File: src/rtl/alu_writeback_queue.sv
// In-order writeback FIFO between the ALU and the register-file write port; commits flags on drain.
// Optional same-cycle empty-queue pass-through is enabled by defining WB_BYPASS_EN.
module alu_writeback_queue #(
  parameter int DEPTH  = 4,
  parameter int DEST_W = 3
) (
  input  logic                     Clock,
  input  logic                     Reset,
  input  logic                     InValid,
  output logic                     InReady,
  input  logic [15:0]              InData,
  input  logic [3:0]               InFlags,
  input  logic                     InFlagWE,
  input  logic [DEST_W-1:0]        InDest,
  output logic                     OutValid,
  input  logic                     OutReady,
  output logic [15:0]              OutData,
  output logic [3:0]               OutFlags,
  output logic                     OutFlagWE,
  output logic [DEST_W-1:0]        OutDest,
  output logic [3:0]               CommittedFlags,
  output logic [$clog2(DEPTH):0]   Count,
  output logic                     Full,
  output logic                     Empty
);

  localparam int DATA_W = 16;
  localparam int PTR_W  = $clog2(DEPTH);
  localparam int CNT_W  = PTR_W + 1;

  logic [DATA_W-1:0] data_mem  [DEPTH];
  logic [3:0]        flags_mem [DEPTH];
  logic              fwe_mem   [DEPTH];
  logic [DEST_W-1:0] dest_mem  [DEPTH];

  logic [PTR_W-1:0] wr_ptr;
  logic [PTR_W-1:0] rd_ptr;
  logic [CNT_W-1:0] count_q;
  logic [3:0]       committed_q;

  logic bypass;
  logic push_store;
  logic pop_store;
  logic commit;

  assign Full           = (count_q == CNT_W'(DEPTH));
  assign Empty          = (count_q == '0);
  assign Count          = count_q;
  assign CommittedFlags = committed_q;
  assign InReady        = !Full;

`ifdef WB_BYPASS_EN
  assign bypass = Empty && InValid && OutReady;
`else
  assign bypass = 1'b0;
`endif

  // A bypassed transfer never touches storage or the occupancy count.
  assign push_store = InValid && InReady && !bypass;
  assign pop_store  = !Empty && OutReady;
  assign commit     = OutValid && OutReady && OutFlagWE;

  always_comb begin
    OutValid  = !Empty;
    OutData   = data_mem[rd_ptr];
    OutFlags  = flags_mem[rd_ptr];
    OutFlagWE = fwe_mem[rd_ptr];
    OutDest   = dest_mem[rd_ptr];
`ifdef WB_BYPASS_EN
    if (Empty) begin
      OutValid = bypass;
      if (InValid) begin
        OutData   = InData;
        OutFlags  = InFlags;
        OutFlagWE = InFlagWE;
        OutDest   = InDest;
      end else begin
        OutData   = '0;
        OutFlags  = '0;
        OutFlagWE = 1'b0;
        OutDest   = '0;
      end
    end
`endif
  end

  always_ff @(posedge Clock) begin
    if (!Reset) begin
      wr_ptr      <= '0;
      rd_ptr      <= '0;
      count_q     <= '0;
      committed_q <= 4'b0000;
    end else begin
      if (push_store) wr_ptr <= wr_ptr + PTR_W'(1);
      if (pop_store)  rd_ptr <= rd_ptr + PTR_W'(1);
      case ({push_store, pop_store})
        2'b10:   count_q <= count_q + CNT_W'(1);
        2'b01:   count_q <= count_q - CNT_W'(1);
        default: count_q <= count_q;
      endcase
      if (commit) committed_q <= OutFlags;
    end
  end

  // Storage is left uncleared by reset; it is unobservable while Empty.
  always_ff @(posedge Clock) begin
    if (push_store) begin
      data_mem[wr_ptr]  <= InData;
      flags_mem[wr_ptr] <= InFlags;
      fwe_mem[wr_ptr]   <= InFlagWE;
      dest_mem[wr_ptr]  <= InDest;
    end
  end

endmodule

File: config.mk
export PLATFORM = sky130hd
export DESIGN_NAME = alu_writeback_queue
export DESIGN_NICKNAME = d
export VERILOG_FILES = /design/src/rtl/alu_writeback_queue.sv
export SDC_FILE = /design/constraint.sdc
export NUM_CORES = 1
export LEC_CHECK = 0
export CELL_PAD_IN_SITES_DETAIL_PLACEMENT = 2
export CELL_PAD_IN_SITES_GLOBAL_PLACEMENT = 2
export CORE_MARGIN = 10
export CORE_UTILIZATION = 31
export DETAILED_ROUTE_END_ITERATION = 8
export GPL_TIMING_DRIVEN = 0
export PLACE_DENSITY_LB_ADDON = 0.08
export SYNTH_ARGS = -nofsm -noshare
export SYNTH_HDL_FRONTEND = slang
export SYNTH_SLANG_ARGS = --single-unit
File: constraint.sdc
create_clock -name Clock -period 4.7 [get_ports Clock]
set_input_delay 0.94 -clock Clock [delete_from_list [all_inputs] [get_ports Clock]]
set_output_delay 0.94 -clock Clock [all_outputs]
set_load 0.01 [all_outputs]
==> After elaboration in Yosys (flattened, before gate mapping) <==
Memory sizes are Yosys's and may differ from the RTL's. A register that Yosys moved wholly into a read port is not among the register bits.
Cells that the tools add are included.
{ "classes": {"add_sub_neg": 4, "n_eq_ne": 3, "mux": 11, "reduce_logical": 7} }
{ "ops": {"columns": ["operator", "count"], "rows": [
  ["2-to-1 mux 2 bit", 8],
  ["one-hot mux 3 bit (2 select lines)", 1],
  ["adder 2 x 1 -> 2 bit (second input constant)", 2],
  ["adder 3 x 1 -> 3 bit (second input constant)", 1],
  ["== test 3 bit (second input constant)", 1],
  ["logical AND 1 bit", 3],
  ["zero test 3 bit", 1],
  ["subtractor 3 x 1 -> 3 bit (second input constant)", 1],
  ["== test 2 x 1 -> 1 bit (second input constant)", 1],
  ["== test 2 bit (second input constant)", 1],
  ["zero test 1 bit", 2],
  ["2-to-1 mux 1 bit", 2],
  ["nonzero test 2 bit", 1]
]} }
{ "totals": {"regBits": 11, "mem_bits_rw": 96, "input_bits": 28, "out_inout_bits": 35, "elab_cells": 33, "memories": 4} }
{ "memory_table": {"columns": ["memory", "depth", "width", "rd", "rd_clocked_by_memory_dff", "write_ports", "line_no", "rtl"], "rows": [
  ["data_mem", 4, 16, 1, 1, 1, "31", "logic [DATA_W-1:0] data_mem [DEPTH];"],
  ["flags_mem", 4, 4, 1, 1, 1, "32", "logic [3:0] flags_mem [DEPTH];"],
  ["dest_mem", 4, 3, 1, 1, 1, "34", "logic [DEST_W-1:0] dest_mem [DEPTH];"],
  ["fwe_mem", 4, 1, 1, 1, 1, "33", "logic fwe_mem [DEPTH];"]
]} }

==> Depth between registers and ports, before layout <==
Gate-level depths: netlist of the first run.
{ "depth": {"word_depth": 5, "depth_mapped": 9, "mapped_depth_nobuf": 8} }

==> Worst setup path before layout of the first run <==
No wires, ideal clock.
{ "synth_timing": {"path_kind": "input port to flip-flop", "from": "input port OutReady", "to": "register count_q[2] (netlist: Count[2])", "setup_time_ns": 0.070, "arrival_ns": 2.330, "required_ns": 4.630, "slack_ns": 2.300, "path_stages": 7, "n_path_buf": 0, "path_cell_list": "o31a_1 -> ha_1 -> inv_1 -> fa_1 -> xor2_1 -> or3_1 -> a21oi_1"} }
{ "synth_via": {"elab_chain_len": 3, "elab_cells_between_ends": 5, "cone_classes": "2 x eq/ne; 1 x mux; 2 x reduce/logical"} }
{ "synth_rtl": {"columns": ["item", "line_no", "rtl"], "rows": [
  ["from (decl)", "16", "input logic OutReady,"],
  ["logical AND 1 bit *", "60", "assign pop_store = !Empty && OutReady;"],
  ["== test 2 x 1 -> 1 bit or == test 2 bit (tied branches)", "96", "case ({push_store, pop_store})"],
  ["one-hot mux 3 bit (2 select lines) or nonzero test 2 bit (tied branches)", null, null],
  ["to (signal assigned)", "97", "2'b10: count_q <= count_q + CNT_W'(1);"],
  ["to (signal assigned)", "98", "2'b01: count_q <= count_q - CNT_W'(1);"],
  ["to (signal assigned)", "99", "default: count_q <= count_q;"],
  ["to (decl)", "38", "logic [CNT_W-1:0] count_q;"]
]} }
Mark *: on every way between the ends. The rest lies on a longest branch, timed or not.
A chain may end at the register's enable or synchronous reset.

==> results.md, run 1 <==
## Worst setup path
* critical path capture point type: output port
* cell class contributing the biggest share of worst-path delay: buffers and inverters
* class of the most critical setup path: flip-flop to output port
* slowest stage cell on the critical path: clkdlybuf4s50_1
* maximum cell stage delay along the critical path: 0.51 ns
* Crit path required time: 3.76 ns
* maximum fanout encountered on the critical timing path: 10
* Buffers & Inverters on Critical Path: 3
* most numerous cell on the critical path: buf_2
* crit-path cells: buf_2 -> buf_2 -> mux4_2 -> clkdlybuf4s50_1
* worst path arrival time: 2.36 ns
* kind of start point of the critical path: flip-flop
* minimum setup slack among reg-to-reg paths: 2.32 ns

## Power and ir drop
* relative contribution of the clock network to total power: 0.266
* Static Leak: 1.748 nW
* pwr/cell area: 523.0 mW/mm^2
* relative contribution of sequential cells to total power: 0.437
* relative contribution of combinational cells to total power: 0.297
* cell-internal power: 2.021 mW
* switching pwr: 0.7323 mW
* proportion of total power due to net switching: 0.2660
* maximum VDD drop: 0.0002164 V

## Timing
* number of slew-limit violations in the final report: 0
* part of the cycle the worst path needs: 0.7030
* Max Clk Rate: 302.6 MHz
* worst-margin pin slew: 0.8705 ns
* endpoints failing setup: 0
* Final Critical Period: 3.304 ns
* final hold violation count: 0
* total negative slack: 0 ns
* Clock Skew: 0.006979 ns
* worst rel slew slack: 0.4197
* setup repair after global routing missed its margin: false

## Status
* outcome: finished, final reports clean

## Die
* initial standard-cell utilization of the core: 0.3139
* row count: 42
* placeable core area: 0.01314 mm^2
* # IOs: 63
* die boundary height: 135.3 um
* area of the die: 0.01832 mm^2
* die width: 135.3 um

## Layout
* layout overhead on the synthesized area: 27.64%
* number of antenna cells inserted: 0
* non-filler cells in the finished layout: 450
* share of cells above drive strength 1: 0.1752
* Post-layout nets: 303
* summed area of non-filler cells in the final layout: 0.005264 mm^2

## Global route
* total track usage: 0.09900
* pin count of the biggest net entering global routing: 25
* overflow left after global routing: 0
* number of antenna violations at the first check in global routing: 0
* number of global-route vias before repair: 2237
* first-pass GRT wire length: 13.58 mm

## Logic synthesis
* top area cells in the synthesized netlist: edfxtp_1, mux4_2, dfxtp_1
* area leader, netlist: edfxtp_1
* flip-flop and latch count after synthesis: 109
* number of distinct library cells after synthesis: 27
* Post-synth ARST share: 0
* commonest register cell after synthesis: edfxtp_1
* Yosys warning total: 0
* ranking of synthesized cells by instance count: edfxtp_1, mux4_2, dfxtp_1
* mean cell area of the mapped netlist: 21.04 um^2
* sequential area share after synthesis: 0.7621
* synthesized instance count: 196
* Post-synth EDFFs: 96
* Post-Syn Nets: 230
* share of the synthesized area in the top cell type: 0.6990
* count leader, synth: edfxtp_1
* post-synth design cell area: 0.004124 mm^2

## Clock tree
* Clk pin slew, worst setup/hold paths: 0.07 ns
* total clock sinks: 109
* # Post-CTS Setup Buffers: 0
* total clock buffers created by CTS: 9
* maximum root-to-sink buffer count: 2
* H-tree levels: 3
* CTS tree: yes
* clock latency reported for the late side of the worst-skew pair: 0.35 ns
* total of hold buffers inserted after clock tree synthesis: 0
* post-CTS resize count: 0
* cell at the root of the clock tree: clkbuf_16

## Placed design
* HPWL after detailed placement: 5.984 mm
* total placed cells including tap cells: 434
* RD Place Congestion: 0.6693
* quantity of I/O buffers inserted on ports: 61
* total placed instance area: 0.004974 mm^2

## Routing
* initial DRC count: 131
* Initial DRT Pass Iterations: 4
* antenna viol nets, final: 0
* via count: 2052
* final routed wirelength across all metal layers: 8.807 mm
* wire per inst: 19.57 um
* DRC Markers: 0
* via/cell ratio: 4.560

## Hold path
* class of the worst hold path: flip-flop to flip-flop

## Job
* max-cap violations: 0

## power by group through the flow
stage	Clock [mW]	Combinational [mW]	Sequential, mW
floorplan	0	0.449	1.22
global placement	0	0.840	1.22
detailed placement	0	0.846	1.23
CTS	0.759	0.848	1.21
global route	0.792	0.890	1.22
finish	0.731	0.818	1.20
## cell type report
type / count / area [um^2]
fillers: 1291 / 7874
clock inverters: 3 / 18.77
well taps: 176 / 220.2
flip-flops and latches: 109 / 3143
multi-input cells: 72 / 895.9
clock buffers: 13 / 271.5
inverters: 8 / 30.03
repair buffers: 62 / 625.6
plain buffers: 7 / 58.81
## state kept, by name (all words and copies together), names as in the netlist, named ones only
signal / flops
CommittedFlags: 4
Count: 3
data_mem: 64
dest_mem: 12
flags_mem: 16
fwe_mem: 4
rd_ptr: 2
wr_ptr: 2
## metrics by stage
stage | hold slack [ns] | setup slack [ns] | util | power, mW
after CTS | 0.4718 | 1.310 | 0.4007 | 2.815
after detailed placement | 0.4609 | 1.660 | 0.3786 | 2.075
final | 0.4687 | 1.396 | 0.4007 | 2.753
after floorplan | 0.4823 | 2.300 | - | 1.667
after global routing | 0.4997 | 1.247 | 0.4007 | 2.899
after global placement | 0.4500 | 1.459 | 0.3771 | 2.065
## cells in the final DEF, fill, tap and decap left out
cell type and n:
clkbuf_16 10, a21o_1 1, a21oi_1 3, nand3_1 1, clkdlybuf4s50_1 61, o31a_1 1
nor2_1 6, xor2_1 3, xnor2_1 1, a21oi_2 1, dfxtp_1 13, o21a_1 1
mux4_1 2, edfxtp_1 96, fa_1 1, clkinv_4 1, nand2_1 9, and3_2 3
buf_8 1, mux2i_1 4, nand2_4 1, clkinv_2 2, inv_1 8, o311ai_0 1
buf_2 2, buf_6 4, or3_1 2, o21ai_0 1, clkbuf_1 3, ha_1 5
mux4_2 22, or3b_1 1, clkbuf_8 1, and3_1 2
## routing by layer
layer | vias up | part of all wire | track usage
met5 | - | 0 | 0
met4 | 0 | 0.011 | 0.03230
met3 | 6 | 0.046 | 0.03375
met2 | 41 | 0.50 | 0.1633
met1 | 1073 | 0.44 | 0.1190
li1 | 932 | - | -
## tightest hold or removal path: stages (launching register included)
cell and delay, ns:
dfxtp_1 0.31, nand2_1 0.05, mux2i_1 0.05
## cells by family after synthesis
| logic type | Yosys count | synth area share |
|---|---|---|
| buffers and inverters | 15 | 0.02154 |
| muxes | 28 | 0.1426 |
| AOI/OAI and AO/OA | 9 | 0.01487 |
| DFF | 109 | 0.7621 |
| and+or+nand+nor | 25 | 0.03034 |
| adders and majority gates | 6 | 0.02002 |
| xor gates and xnor gates | 4 | 0.008497 |
## final timing paths
kind / endpoint / startpoint / cells past startpoint
max: OutData[7] / flip-flop / 4
min: CommittedFlags[2]$_SDFFE_PN0P_ / CommittedFlags[2]$_SDFFE_PN0P_ / 2
max reg2reg: Count[2]$_SDFFE_PN0P_ / Count[2]$_SDFFE_PN0P_ / 9
min reg2reg: CommittedFlags[2]$_SDFFE_PN0P_ / CommittedFlags[2]$_SDFFE_PN0P_ / 2
Note: power is estimated with default switching activity, not from simulation.
==> run 2: changes to the inputs <==
- clock period: 4.7 -> 3.1 ns (I/O delays scaled with it)
==> results.md, run 2 (synthesis gave the netlist of run 1 again) <==
## Layout
* Reg with most FFs: data_mem
* largest registers in the final layout: data_mem x64, flags_mem x16, dest_mem x12
* Post-layout nets: 303
* non-filler cells in the finished layout: 450
* layout overhead on the synthesized area: 27.70%
* area of the multi-input gates: 895.9 um^2
* share of cells above drive strength 1: 0.1752
* number of antenna cells inserted: 0
* number of fill cells in the layout: 1290
* leading cell types in the layout, fill and taps excluded: edfxtp_1, clkdlybuf4s50_1, mux4_2
* flip-flop count of the largest register, all copies and words added: 64
* commonest non-fill, non-tap cell in the layout: edfxtp_1
* area taken by flip-flops and latches: 0.003143 mm^2

## Worst setup path
* Crit path required time: 2.48 ns
* crit-path cells: buf_2 -> clkbuf_4 -> mux4_2 -> clkdlybuf4s50_1
* startpoint of the most critical register-to-register path: Count[2]$_SDFFE_PN0P_
* minimum setup slack among reg-to-reg paths: 0.72 ns
* worst path arrival time: 2.30 ns
* maximum fanout encountered on the critical timing path: 10
* cell class contributing the biggest share of worst-path delay: buffers and inverters
* Critical R2R Capture: Count[2]$_SDFFE_PN0P_
* Worst Reg-to-Reg Cells: 9
* maximum cell stage delay along the critical path: 0.51 ns
* slowest stage cell on the critical path: clkdlybuf4s50_1
* kind of start point of the critical path: flip-flop
* class of the most critical setup path: flip-flop to output port
* critical path capture point type: output port
* Buffers & Inverters on Critical Path: 3

## Die
* row count: 42
* die boundary height: 135.3 um
* # IOs: 63
* die width: 135.3 um
* area of the die: 0.01832 mm^2
* placeable core area: 0.01314 mm^2
* initial standard-cell utilization of the core: 0.3139

## Clock tree
* Clk pin slew, worst setup/hold paths: 0.07 ns
* post-CTS resize count: 0
* H-tree levels: 3
* total clock sinks: 109
* total clock buffers created by CTS: 9
* cell at the root of the clock tree: clkbuf_16
* clock latency reported for the late side of the worst-skew pair: 0.35 ns
* maximum root-to-sink buffer count: 2
* # Post-CTS Setup Buffers: 0
* total of hold buffers inserted after clock tree synthesis: 0
* CTS tree: yes

## Timing
* endpoints failing setup: 0
* worst-margin pin slew: 0.8705 ns
* Max Clk Rate: 342.1 MHz
* setup repair after global routing missed its margin: false
* number of slew-limit violations in the final report: 0
* part of the cycle the worst path needs: 0.9430
* WHS: 0.4687 ns
* total negative slack: 0 ns
* Final Critical Period: 2.923 ns
* worst rel slew slack: 0.4197
* final hold violation count: 0
* Clock Skew: 0.006979 ns

## Hold path
* sink of the worst hold path: CommittedFlags[2]$_SDFFE_PN0P_
* number of instances on the worst hold path: 2
* hold path startpoint: CommittedFlags[2]$_SDFFE_PN0P_
* class of the worst hold path: flip-flop to flip-flop

## Global route
* number of antenna violations at the first check in global routing: 0
* total track usage: 0.09900
* overflow left after global routing: 0
* first-pass GRT wire length: 13.58 mm
* number of global-route vias before repair: 2237
* pin count of the biggest net entering global routing: 25

## Routing
* wire per inst: 19.57 um
* via/cell ratio: 4.560
* initial DRC count: 131
* antenna viol nets, final: 0
* DRC Markers: 0
* Initial DRT Pass Iterations: 4
* final routed wirelength across all metal layers: 8.807 mm
* via count: 2052

## Placed design
* HPWL after detailed placement: 5.984 mm
* RD Place Congestion: 0.6693
* quantity of I/O buffers inserted on ports: 61
* total placed cells including tap cells: 434

## Power and ir drop
* maximum VDD drop: 0.0003281 V
* total power: 4.175 mW
* Static Leak: 1.748 nW
* pwr/cell area: 792.7 mW/mm^2

## Job
* max-cap violations: 0

## Status
* outcome: finished, final reports clean

[run 2: how the worst max path moves through the flow]
stage / to / start / slack [ns] / cells past startpoint
5_1_grt: OutData[7] / flip-flop / 0.03 / 4
3_5_place_dp: Count[2]$_SDFFE_PN0P_ / OutReady / 0.38 / 8
3_3_place_gp: data_mem[1][11]$_DFFE_PP_ / InValid / 0.18 / 2
6_report: OutData[7] / flip-flop / 0.18 / 4
4_1_cts: OutData[13] / flip-flop / 0.03 / 4
2_1_floorplan: Count[2]$_SDFFE_PN0P_ / Count[2]$_SDFFE_PN0P_ / 0.88 / 9
[run 2: metrics by stage]
stage | utilization | instance area [um^2] | setup slack [ns]
floorplan | - | 4124 | 0.8779
detailed placement | 0.3786 | 4974 | 0.3796
global placement | 0.3771 | 4955 | 0.1788
finish | 0.4009 | 5266 | 0.1766
global route | 0.4009 | 5266 | 0.03116
CTS | 0.4007 | 5264 | 0.02961
[run 2: routing by layer]
| layer | GRT usage | up-vias | share of wire |
|---|---|---|---|
| met1 | 0.1190 | 1073 | 0.44 |
| met5 | 0 | - | 0 |
| li1 | - | 932 | - |
| met2 | 0.1633 | 41 | 0.50 |
| met4 | 0.03230 | 0 | 0.011 |
| met3 | 0.03375 | 6 | 0.046 |
[run 2: where the power goes]
group / switching (mW) / internal (mW)
sequential: 0.0692 / 1.76
combinational: 0.548 / 0.693
clock: 0.493 / 0.616
total: 1.11 / 3.06
[run 2: tightest hold or removal path, stage by stage, from the launching register on]
cell and delay, ns:
dfxtp_1 0.31, nand2_1 0.05, mux2i_1 0.05
[run 2: final cells by class]
| type | instances | share of cell area |
|---|---|---|
| repair buffers | 62 | 0.1188 |
| plain buffers | 7 | 0.01164 |
| flip-flops and latches | 109 | 0.5968 |
| clock buffers | 13 | 0.05156 |
| multi-input cells | 72 | 0.1701 |
| well taps | 176 | 0.04182 |
| clock inverters | 3 | 0.003564 |
| inverters | 8 | 0.005702 |
==> run 3: changes to the inputs <==
--- a/config.mk
+++ b/config.mk
@@ -11,4 +11,5 @@
 export CORE_UTILIZATION = 31
 export DETAILED_ROUTE_END_ITERATION = 8
+export GPL_ROUTABILITY_DRIVEN = 0
 export GPL_TIMING_DRIVEN = 0
 export PLACE_DENSITY_LB_ADDON = 0.08
==> constraint.sdc (replaced) <==
create_clock -name Clock -period 3.1 [get_ports Clock]
set_input_delay 0.62 -clock Clock [delete_from_list [all_inputs] [get_ports Clock]]
set_output_delay 0.62 -clock Clock [all_outputs]
set_load 0.1 [all_outputs]
==> results.md, run 3 (synthesis gave the netlist of run 1 again) <==
## Status
* outcome: finished, final reports clean

## Global route
* first-pass GRT wire length: 13.86 mm
* pin count of the biggest net entering global routing: 25
* number of global-route vias before repair: 2348
* met1 global-route usage: 0.1199
* met2 Track Usage GR: 0.1666
* grt peak-use layer: met2
* overflow left after global routing: 0
* number of antenna violations at the first check in global routing: 0
* global-route track usage on met3: 0.04080
* total track usage: 0.1016

## Die
* die boundary height: 135.3 um
* die width: 135.3 um
* initial standard-cell utilization of the core: 0.3139
* area of the die: 0.01832 mm^2
* placeable core area: 0.01314 mm^2
* row count: 42
* # IOs: 63

## Power and ir drop
* cell-internal power: 2.915 mW
* relative contribution of combinational cells to total power: 0.464
* total power: 5.369 mW
* Static Leak: 1.794 nW
* switching pwr: 2.454 mW
* maximum VDD drop: 0.0004248 V
* pwr/cell area: 1023 mW/mm^2
* proportion of total power due to net switching: 0.4571
* relative contribution of the clock network to total power: 0.196
* relative contribution of sequential cells to total power: 0.340

## Hold path
* class of the worst hold path: flip-flop to flip-flop
* hold path startpoint: CommittedFlags[1]$_SDFFE_PN0P_
* sink of the worst hold path: CommittedFlags[1]$_SDFFE_PN0P_
* number of instances on the worst hold path: 2

## Routing
* via count: 2041
* initial DRC count: 102
* wire per inst: 19.61 um
* Initial DRT Pass Iterations: 4
* via/cell ratio: 4.515
* antenna viol nets, final: 0
* DRC Markers: 0
* final routed wirelength across all metal layers: 8.863 mm

## Clock tree
* cell at the root of the clock tree: clkbuf_16
* maximum root-to-sink buffer count: 2
* clock latency reported for the late side of the worst-skew pair: 0.35 ns
* total clock sinks: 109
* total clock buffers created by CTS: 9
* # Post-CTS Setup Buffers: 0
* H-tree levels: 3
* Clk pin slew, worst setup/hold paths: 0.07 ns
* CTS tree: yes

## Worst setup path
* kind of start point of the critical path: flip-flop
* Crit path required time: 2.48 ns
* minimum setup slack among reg-to-reg paths: 0.72 ns
* Critical R2R Capture: Count[2]$_SDFFE_PN0P_
* Worst Reg-to-Reg Cells: 9
* class of the most critical setup path: flip-flop to output port
* critical path capture point type: output port
* worst path arrival time: 2.39 ns
* startpoint of the most critical register-to-register path: Count[2]$_SDFFE_PN0P_
* maximum fanout encountered on the critical timing path: 6

## Timing
* Final Critical Period: 3.008 ns
* WHS: 0.4696 ns
* Clock Skew: 0.008550 ns
* Max Clk Rate: 332.4 MHz
* final hold violation count: 0
* number of slew-limit violations in the final report: 0
* endpoints failing setup: 0
* part of the cycle the worst path needs: 0.9703
* worst rel slew slack: 0.3386
* setup repair after global routing missed its margin: false
* worst-margin pin slew: 0.9889 ns

## Placed design
* total placed cells including tap cells: 436
* quantity of I/O buffers inserted on ports: 61
* HPWL after detailed placement: 5.937 mm

## Layout
* Reg with most FFs: data_mem
* commonest non-fill, non-tap cell in the layout: edfxtp_1
* largest registers in the final layout: data_mem x64, flags_mem x16, dest_mem x12
* Post-layout nets: 305
* leading cell types in the layout, fill and taps excluded: edfxtp_1, clkdlybuf4s50_1, mux4_2
* flip-flop count of the largest register, all copies and words added: 64
* non-filler cells in the finished layout: 452
* layout overhead on the synthesized area: 27.25%
* share of cells above drive strength 1: 0.2174
* number of antenna cells inserted: 0

## Job
* max-cap violations: 0

==> run 3: changes by cell type in the layout (fill, tap and decap cells not counted), sizes merged, moves of 2 or more <==
cell,change
clkdlybuf4s15,+4
clkbuf,-4
clkdlybuf4s50,-23
dlymetal6s2s,+2
inv,+2
buf,+9
dlygate4sd2,+11
==> run 3: worst max path at each step <==
| stage | end | slack, ns | cells after the start |
|---|---|---|---|
| 6_report | OutFlagWE | 0.09 | 3 |
| 2_1_floorplan | Count[2]$_SDFFE_PN0P_ | 0.16 | 9 |
| 3_3_place_gp | OutData[12] | -0.18 | 4 |
| 5_1_grt | OutData[10] | 0.006 | 4 |
| 4_1_cts | OutFlags[1] | 0.01 | 3 |
| 3_5_place_dp | OutData[12] | -0.15 | 4 |
==> run 3: cell type report <==
class	count	area [um^2]
sequential	109	3143
tap	176	220.2
timing repair buffer	64	634.4
buffer	7	58.81
inverter	8	30.03
clock inverter	6	36.28
clock buffer	10	229.0
multi-input combinational	72	895.9
fill	1295	7890
==> run 3: repair_timing <==
item	4_1_cts	5_1_grt
setup endpoints to repair	21	8
hold buffers	0	0
resized for setup	41	14
==> run 3: through the flow <==
stage	setup slack, ns	TNS [ns]	utilization	instance area, um^2
floorplan	0.1569	0	-	4125
finish	0.09194	0	0.3994	5248
CTS	0.01355	0	0.4018	5279
global route	0.005581	0	0.3994	5248
global placement	-0.1804	-1.547	0.3772	4956
detailed placement	-0.1509	-1.189	0.3817	5015
==> run 3: worst max-delay path: stages (launching register included) <==
cell and delay [ns]:
dfxtp_1 0.33, buf_6 0.14, mux4_2 0.56, clkdlybuf4s50_1 1.01
==> run 3: layer usage <==
metal  up-vias  wire length, um
li1        931                -
met1      1060             3816
met2        44             4513
met3         6              446
met4         0               86
met5         -                0
==> run 3: power by group through the flow <==
stage | clock [mW] | combinational, mW | sequential (mW)
floorplan | 0 | 1.84 | 2.02
global placement | 0 | 2.59 | 1.86
detailed placement | 0 | 2.63 | 1.86
CTS | 1.09 | 2.57 | 1.83
global route | 1.14 | 2.61 | 1.84
finish | 1.05 | 2.49 | 1.82
